File: src/rtl/aibnd_dly_code_stepper.sv
// ---------------------------------------------------------------------------
// aibnd_dly_code_stepper
//
// Walks the gray-coded NAND delay-line code one LSB at a time from its
// current value toward a requested binary target. Each step drives the new
// code, lets it settle for SETTLE_CYC cycles, then strobes code_valid so the
// delay line latches it. Changing one gray bit per step keeps the delay
// change glitch-free on a live clock path.
//
// Ports:
//   ck          clock
//   rst         asynchronous reset, active-high
//   req         update request, only looked at while idle
//   target_code binary target code, captured together with req
//   abort       finish at the next step boundary
//   req_ack     one-cycle pulse when req is accepted
//   busy        high whenever a sequence is in progress
//   done        one-cycle pulse when a sequence ends
//   aborted     qualifies done: the sequence ended because of abort
//   cur_code    binary code currently driven
//   gray        registered gray code of cur_code, to the delay line
//   code_valid  one-cycle latch strobe to the delay line
// ---------------------------------------------------------------------------
module aibnd_dly_code_stepper #(
  parameter int CODE_W     = 7,
  parameter int MAX_CODE   = 64,
  parameter int RESET_CODE = 0,
  parameter int SETTLE_CYC = 4
) (
  input  logic              ck,
  input  logic              rst,
  input  logic              req,
  input  logic [CODE_W-1:0] target_code,
  input  logic              abort,
  output logic              req_ack,
  output logic              busy,
  output logic              done,
  output logic              aborted,
  output logic [CODE_W-1:0] cur_code,
  output logic [CODE_W-1:0] gray,
  output logic              code_valid
);

  typedef enum logic [2:0] {
    IDLE   = 3'd0,
    STEP   = 3'd1,
    SETTLE = 3'd2,
    PULSE  = 3'd3,
    DONE   = 3'd4
  } state_t;

  localparam logic [CODE_W-1:0] MAX_C    = CODE_W'(MAX_CODE);
  localparam logic [CODE_W-1:0] RST_C    = CODE_W'(RESET_CODE);
  localparam logic [3:0]        CNT_LAST = 4'(SETTLE_CYC - 1);

  state_t            state;
  state_t            state_n;
  logic [3:0]        cnt;
  logic [CODE_W-1:0] tgt;
  logic [CODE_W-1:0] nxt_code;
  logic              abort_pend;

  function automatic logic [CODE_W-1:0] bin2gray(input logic [CODE_W-1:0] b);
    return b ^ (b >> 1);
  endfunction

  function automatic logic [CODE_W-1:0] clamp_code(input logic [CODE_W-1:0] c);
    return (c > MAX_C) ? MAX_C : c;
  endfunction

  // tgt never exceeds MAX_CODE, so stepping toward it cannot leave 0..MAX_CODE
  assign nxt_code = (tgt > cur_code) ? cur_code + 1'b1 : cur_code - 1'b1;

  always_comb begin
    state_n = state;
    unique case (state)
      IDLE:    if (req) state_n = (clamp_code(target_code) == cur_code) ? DONE : STEP;
      STEP:    state_n = SETTLE;
      SETTLE:  if (cnt == CNT_LAST) state_n = PULSE;
      // abort arriving in the PULSE cycle itself still ends the sequence here
      PULSE:   state_n = (cur_code == tgt || abort_pend || abort) ? DONE : STEP;
      DONE:    state_n = IDLE;
      default: state_n = IDLE;
    endcase
  end

  always_ff @(posedge ck or posedge rst) begin
    if (rst) begin
      state      <= IDLE;
      cnt        <= 4'd0;
      cur_code   <= RST_C;
      gray       <= bin2gray(RST_C);
      abort_pend <= 1'b0;
    end else begin
      state <= state_n;
      case (state)
        STEP: begin
          cur_code <= nxt_code;
          gray     <= bin2gray(nxt_code);
          cnt      <= 4'd0;
        end
        SETTLE: if (cnt != CNT_LAST) cnt <= cnt + 4'd1;
        default: ;
      endcase
      if (state == DONE)
        abort_pend <= 1'b0;
      else if (state != IDLE && abort)
        abort_pend <= 1'b1;
    end
  end

  // Target register carries no reset; it is always loaded before use.
  always_ff @(posedge ck) begin
    if (state == IDLE && req) tgt <= clamp_code(target_code);
  end

  assign req_ack    = (state == IDLE) && req;
  assign busy       = (state != IDLE);
  assign code_valid = (state == PULSE);
  assign done       = (state == DONE);
  assign aborted    = (state == DONE) && abort_pend;

endmodule

File: config.mk
export PLATFORM = sky130hd
export DESIGN_NAME = aibnd_dly_code_stepper
export DESIGN_NICKNAME = d
export VERILOG_FILES = /design/src/rtl/aibnd_dly_code_stepper.sv
export SDC_FILE = /design/constraint.sdc
export NUM_CORES = 1
export LEC_CHECK = 0
export ABC_AREA = 1
export CAP_MARGIN = 20
export CORE_MARGIN = 2
export CORE_UTILIZATION = 45
export CTS_CLUSTER_SIZE = 10
export DETAILED_ROUTE_END_ITERATION = 8
export PLACE_DENSITY = 0.79
export SYNTH_ARGS = -nofsm -noshare
export SYNTH_HDL_FRONTEND = slang
export SYNTH_SLANG_ARGS = --single-unit
File: constraint.sdc
create_clock -name ck -period 3.1 [get_ports ck]
set_input_delay 0.62 -clock ck [delete_from_list [all_inputs] [get_ports ck]]
set_output_delay 0.62 -clock ck [all_outputs]
set_load 0.01 [all_outputs]
==> results.sh, run 1 <==
export IMPL_run_status="completed"
export IMPL_cts_setup_buffers=0
export IMPL_combinational_power_share_pct=67.4
export IMPL_timing_final_crit_share_pct=88.9
export IMPL_final_setup_skew_ps=5.82
export IMPL_finalWorstPathRequiredPeriod_ps=2760
export IMPL_cts_repair_resizes=0
export IMPL_io_buffers=29
export IMPL_detailedRoute_firstPassIterationCount=4
export IMPL_clk_pin_slew_worst_paths_ps=90
export IMPL_fin_nets=286
export IMPL_unique_masters_post_synth=30
export IMPL_antenna_left=0
export IMPL_synth_yosys_warnings=0
export IMPL_ys_ff_latch=28
export IMPL_final_layout_size_suffix_gt1_share_pct=7.34
export IMPL_synth_edf_count=7
export IMPL_timing_final_setup_violations=0
export IMPL_hold_buffers=0
export IMPL_routabilityCongestion=0.850
export IMPL_antennaDiodeCount=0
export IMPL_timing_hold_worst_class="reg2reg"
export IMPL_critPathBufInv=4
export IMPL_crit_path_start_kind="flop"
export IMPL_worst_slew_pin_transition_ps=819
export IMPL_sw_frac_of_total_pct=47.8
export IMPL_synth_cells_most_frequent="nand2_1, inv_1, dfrtp_1"
export IMPL_area_growth_syn_to_layout_pct=21.5
export IMPL_die_height_um=67.4
export IMPL_tritoncts="yes"
export IMPL_share_seq_of_total_power_pct=24.9
export IMPL_cts_root_buffer="clkbuf_8"
export IMPL_fin_setup_tns_ps=0
export IMPL_max_freq_mhz=363
export IMPL_worst_path_most_repeated_cell="inv_1"
export IMPL_avgViaCountPerCell=4.87
export IMPL_wire_length_of_the_first_global_routing_pass_mm=6.29
export IMPL_die_w_um=67.4
export IMPL_synth_avg_cell_area_um2=7.93
export IMPL_initial_antenna_violation_count=0
export IMPL_start_util_pct=45.9
export IMPL_post_synth_main_area_contributors="dfrtp_1, edfxtp_1, nand2_1"
export IMPL_crit_required_ps=3230
export IMPL_setup_worst_path_class="reg2reg"
export IMPL_grt_remaining_overflow=0
export IMPL_power_switching_mw=1.26
export IMPL_rsz0062_at_grt="false"
export IMPL_ports=30
export IMPL_critical_path_peak_fanout=8
export IMPL_cts_made_buffers=3
export IMPL_detail_route_drc_violations=0
export IMPL_cpLargestDelayFamily="adder cells"
export IMPL_synth_largest_area_cell="dfrtp_1"
export IMPL_ctsLongestPathBuffers=2
export IMPL_critical_path_slowest_cell="fa_1"
export IMPL_power_frac_clock_pct=7.7
export IMPL_total_leakage_power_nw=1.08
export IMPL_floorplan_die_area_mm2=0.00454
export IMPL_relSlewSlack_pct=45.4
export IMPL_placement_rows=23
export IMPL_grt_util_all_layers_pct=18.3
export IMPL_area_of_the_core_region_mm2=0.00394
export IMPL_final_hold_viol_count=0
export IMPL_detailroute_via_count=1504
export IMPL_synth_sequential_area_ratio_pct=40.7
export IMPL_synth_most_common_cell="nand2_1"
export IMPL_critical_path_endpoint_type="flop"
export IMPL_post_drt_wl_per_cell_um=11.6
export IMPL_grt_start_max_net_pins=22
export IMPL_synthCells=228
export IMPL_final_max_slew_violation_count=0
export IMPL_intPower_mw=1.38
export IMPL_drv_max_cap_violation_count=0
export IMPL_fraction_of_post_synthesis_cell_area_in_the_top_cell_type_by_area_pct=29.1
export IMPL_p_total_mw=2.65
export IMPL_worstPathCellList="inv_1 > ha_1 > nand2_1 > inv_1 > a21oi_1 > nand2_1 > nand2_2 > inv_1 > fa_1 > o21ai_1 > xnor2_1 > nor2_4 > inv_1 > o21ai_0"
export IMPL_clk_insertion_delay_late_ps=270
export IMPL_synth_nets=254
export IMPL_power_per_cell_area_mw_per_mm2=1200
export IMPL_dp_final_hpwl_mm=2.89
export IMPL_clock_sinks=28
export IMPL_route_final_wire_length_mm=3.60
export IMPL_drt_iter0_drc=53
export IMPL_synth_main_ff_cell="dfrtp_1"
export IMPL_syn_std_cell_area_mm2=0.00181
export IMPL_ir_drop_mv=0.596
export IMPL_grt_pass1_vias=1426
export IMPL_critPathMaxStageDelay_ps=440
export IMPL_asyncSetResetFlopFracSynth_pct=75.0
export IMPL_ctsHtreeMaxLevel=1
export IMPL_arrival_ps=2890
[worst reg2reg max path, stage by stage (launching register included)]
cell     delay, ps
dfrtp_1        410
inv_1          120
ha_1           330
nand2_1        120
inv_1           50
a21oi_1        170
nand2_1        100
nand2_2        160
inv_1           80
fa_1           440
o21ai_1        180
xnor2_1        230
nor2_4          50
inv_1           90
o21ai_0         90
[sequential cells by signal, indices dropped and copies added (netlist names)]
register / cells
abort_pend: 1
cnt: 4
cur_code: 7
gray: 6
state: 3
tgt: 7
[cells by family after synthesis]
logic type               after synthesis  share of synthesized area [%]
AND/OR/NAND/NOR                       98                           24.0
buffers and inverters                 46                           10.2
AO/OA/AOI/OAI                         32                           9.97
flip-flops                            28                           40.7
adder cells (fa/ha/maj)               15                           10.8
XOR/XNOR                               9                           4.36
[power groups by stage]
stage	combinational [mW]	sequential [mW]	clock, mW
6_report	1.78	0.660	0.202
5_1_grt	2.04	0.681	0.223
4_1_cts	1.79	0.662	0.208
3_5_place_dp	1.78	0.670	0
3_3_place_gp	1.76	0.662	0
2_1_floorplan	1.27	0.679	0
[cells in the final DEF (no fill, tap or decap), drive strengths merged]
master	count
nand2	56
inv	42
clkdlybuf4s50	29
nor2	23
dfrtp	21
o21ai	17
nand3	15
ha	14
a21oi	9
edfxtp	7
xnor2	5
xor2	4
clkbuf	4
a31oi	3
buf	2
nor3	2
nand4	2
o22ai	1
o31ai	1
o2111ai	1
fa	1
[stage by stage]
stage               cell area (um2)  setup WS, ps  hold slack [ps]  std cells  util [%]
global route                   2200          45.3              514        309      55.7
detailed placement             2150           377              473        305      54.6
floorplan                      1810           651              479        228         -
CTS                            2200           336              495        309      55.7
finish                         2200           345              486        309      55.7
global placement               2150           420              470        305      54.6
[metal layers]
| layer | vias to the layer above | track usage, % | routed length [um] |
|---|---|---|---|
| met5 | - | 0 | 0 |
| met2 | 26 | 31.7 | 1750 |
| met4 | 0 | 4.59 | 44 |
| met1 | 683 | 24.3 | 1700 |
| li1 | 790 | - | - |
| met3 | 5 | 2.50 | 105 |
[area by class of cell]
| type | count | area [um2] |
|---|---|---|
| Clock buffer | 4 | 45.0 |
| Sequential cell | 28 | 736 |
| Tap cell | 50 | 62.6 |
| Timing Repair Buffer | 31 | 305 |
| Fill cell | 364 | 1750 |
| Inverter | 42 | 160 |
| Multi-Input combinational cell | 154 | 888 |
[worst paths after layout]
kind                                    startpoint                      end  slack (ps)  cells past startpoint
hold / removal                 gray[5]$_DFFE_PP0P_      gray[5]$_DFFE_PP0P_         490                      2
setup reg to reg           cur_code[6]$_DFFE_PP0P_  cur_code[4]$_DFFE_PP0P_         340                     14
hold reg to reg                gray[5]$_DFFE_PP0P_      gray[5]$_DFFE_PP0P_         490                      2
max in group asynchronous                      rst      gray[5]$_DFFE_PP0P_        1800                      2
setup / recovery           cur_code[6]$_DFFE_PP0P_  cur_code[4]$_DFFE_PP0P_         340                     14
min in group asynchronous                      rst   abort_pend$_DFFE_PP0P_         800                      2
Note: power is estimated with default switching activity, not from simulation.
==> inputs of run 2 (changes only) <==
==> constraint.sdc (replaced) <==
create_clock -name ck -period 2.87 [get_ports ck]
set_input_delay 0.574 -clock ck [delete_from_list [all_inputs] [get_ports ck]]
set_output_delay 0.574 -clock ck [all_outputs]
set_load 0.01 [all_outputs]
==> results.sh, run 2 (synthesized netlist as in run 1, its figures left out) <==
export IMPL_routabilityCongestion=0.888
export IMPL_postPlaceCellArea_mm2=0.00216
export IMPL_run_status="completed"
export IMPL_grt_pass1_vias=1398
export IMPL_cts_root_buffer="clkbuf_8"
export IMPL_design_area_mm2=0.00228
export IMPL_timing_final_crit_share_pct=95.0
export IMPL_fin_setup_tns_ps=0
export IMPL_clk_pin_slew_worst_paths_ps=100
export IMPL_leading_cell_types_in_the_layout_fill_and_taps_excluded="nand2_1, inv_1, clkdlybuf4s50_1"
export IMPL_wire_length_of_the_first_global_routing_pass_mm=6.38
export IMPL_critical_path_endpoint_type="flop"
export IMPL_floorplan_die_area_mm2=0.00454
export IMPL_ctsHtreeMaxLevel=1
export IMPL_arrival_ps=2860
export IMPL_setup_worst_path_class="reg2reg"
export IMPL_drv_max_cap_violation_count=0
export IMPL_power_switching_mw=1.45
export IMPL_start_util_pct=45.9
export IMPL_detail_route_drc_violations=0
export IMPL_fin_worst_hold_slack_ps=484
export IMPL_finalWorstPathRequiredPeriod_ps=2730
export IMPL_ctsLongestPathBuffers=2
export IMPL_final_common_cell="nand2_1"
export IMPL_worst_slew_pin_transition_ps=827
export IMPL_clk_insertion_delay_late_ps=270
export IMPL_critical_path_peak_fanout=8
export IMPL_combinational_power_share_pct=68.9
export IMPL_worstHoldStart="gray[5]$_DFFE_PP0P_"
export IMPL_dp_final_hpwl_mm=2.98
export IMPL_area_growth_syn_to_layout_pct=25.9
export IMPL_crit_required_ps=3000
export IMPL_relSlewSlack_pct=44.8
export IMPL_grt_start_max_net_pins=22
export IMPL_avgViaCountPerCell=4.95
export IMPL_clock_sinks=28
export IMPL_area_of_the_core_region_mm2=0.00394
export IMPL_antenna_left=0
export IMPL_startpoint_of_the_most_critical_setup_path="cur_code[6]$_DFFE_PP0P_"
export IMPL_cts_made_buffers=3
export IMPL_share_seq_of_total_power_pct=23.0
export IMPL_p_total_mw=3.08
export IMPL_final_layout_size_suffix_gt1_share_pct=11.8
export IMPL_crit_path_start_kind="flop"
export IMPL_total_leakage_power_nw=1.10
export IMPL_ports=30
export IMPL_sw_frac_of_total_pct=47.3
export IMPL_grt_remaining_overflow=0
export IMPL_critical_path_reg2reg_startpoint="cur_code[6]$_DFFE_PP0P_"
export IMPL_die_w_um=67.4
export IMPL_timing_hold_worst_class="reg2reg"
export IMPL_largest_registers="cur_code x7, tgt x7, gray x6"
export IMPL_detailedRoute_firstPassIterationCount=4
export IMPL_preCtsSetupSlack_ps=169
export IMPL_ir_drop_mv=0.605
export IMPL_timing_final_setup_violations=0
export IMPL_final_max_slew_violation_count=0
export IMPL_placement_rows=23
export IMPL_tritoncts="yes"
export IMPL_detailroute_via_count=1544
export IMPL_final_setup_skew_ps=1.12
export IMPL_drt_iter0_drc=66
export IMPL_final_hold_viol_count=0
export IMPL_power_per_cell_area_mw_per_mm2=1350
export IMPL_route_final_wire_length_mm=3.91
export IMPL_initial_antenna_violation_count=0
export IMPL_antennaDiodeCount=0
export IMPL_die_height_um=67.4
export IMPL_max_freq_mhz=367
export IMPL_post_drt_wl_per_cell_um=12.5
export IMPL_n_fill_cell=361
export IMPL_intPower_mw=1.62
export IMPL_grt_util_all_layers_pct=18.6
export IMPL_power_frac_clock_pct=8.1
export IMPL_io_buffers=29
export IMPL_fin_nets=289
export IMPL_setup_slack_ps=145
-- run 2: changes by cell type in the layout (fill, tap and decap cells not counted), moves of 2 or more --
cell,before,now
buf_4,2,5
dfrtp_1,21,19
dfrtp_2,0,2
ha_1,14,11
ha_4,0,2
-- run 2: power groups by stage --
stage	sequential (mW)	clock, mW	combinational (mW)
CTS	0.704	0.257	1.98
detailed placement	0.711	0	1.97
global placement	0.708	0	1.92
global route	0.728	0.270	2.38
floorplan	0.733	0	1.37
finish	0.707	0.249	2.12
-- run 2: per-stage QoR --
stage          instances  utilization, %
6_report             312            57.7
5_1_grt              312            57.7
4_1_cts              310            56.2
3_5_place_dp         306            54.8
3_3_place_gp         306            54.8
2_1_floorplan        228               -
-- run 2: path summary, 6_finish.rpt --
| check | to | slack (ps) | cells after the start |
|---|---|---|---|
| hold reg to reg | gray[5]$_DFFE_PP0P_ | 480 | 2 |
| hold / removal | gray[5]$_DFFE_PP0P_ | 480 | 2 |
| max in group asynchronous | cur_code[5]$_DFFE_PP0P_ | 1550 | 2 |
| min in group asynchronous | cnt[0]$_DFFE_PP0P_ | 750 | 2 |
| setup / recovery | cur_code[4]$_DFFE_PP0P_ | 140 | 14 |
| setup reg to reg | cur_code[4]$_DFFE_PP0P_ | 140 | 14 |
-- run 2: layout make-up --
type / count / area (um2) / area share (%)
Multi-Input combinational cell: 154 / 932 / 41.0
Tap cell: 50 / 62.6 / 2.75
Sequential cell: 28 / 738 / 32.4
Clock buffer: 4 / 55.1 / 2.42
Inverter: 42 / 160 / 7.04
Timing Repair Buffer: 34 / 328 / 14.4
-- run 2: routing by layer --
| layer | part of all wire [%] | global-route usage, % | up-vias |
|---|---|---|---|
| li1 | - | - | 797 |
| met4 | 1.3 | 4.59 | 0 |
| met2 | 50 | 32.8 | 29 |
| met5 | 0 | 0 | - |
| met3 | 3.7 | 2.67 | 6 |
| met1 | 45 | 24.0 | 712 |
-- run 2: what timing repair did --
item	in CTS	in global routing
endpoints found under the hold margin	0	0
gates resized for setup	0	9
setup endpoints to repair	0	8
hold buffers	0	0
buffers inserted	0	2
-- run 2: critical path: stages (launching register included) --
cell and delay [ps]:
dfrtp_1 420, inv_2 90, ha_1 310, nand2_1 110, inv_1 50, a21oi_1 170, nand2_1 120, nand2_4 140
inv_1 70, fa_1 450, o21ai_1 190, xnor2_1 240, nor2_4 50, inv_1 100, o21ai_0 80
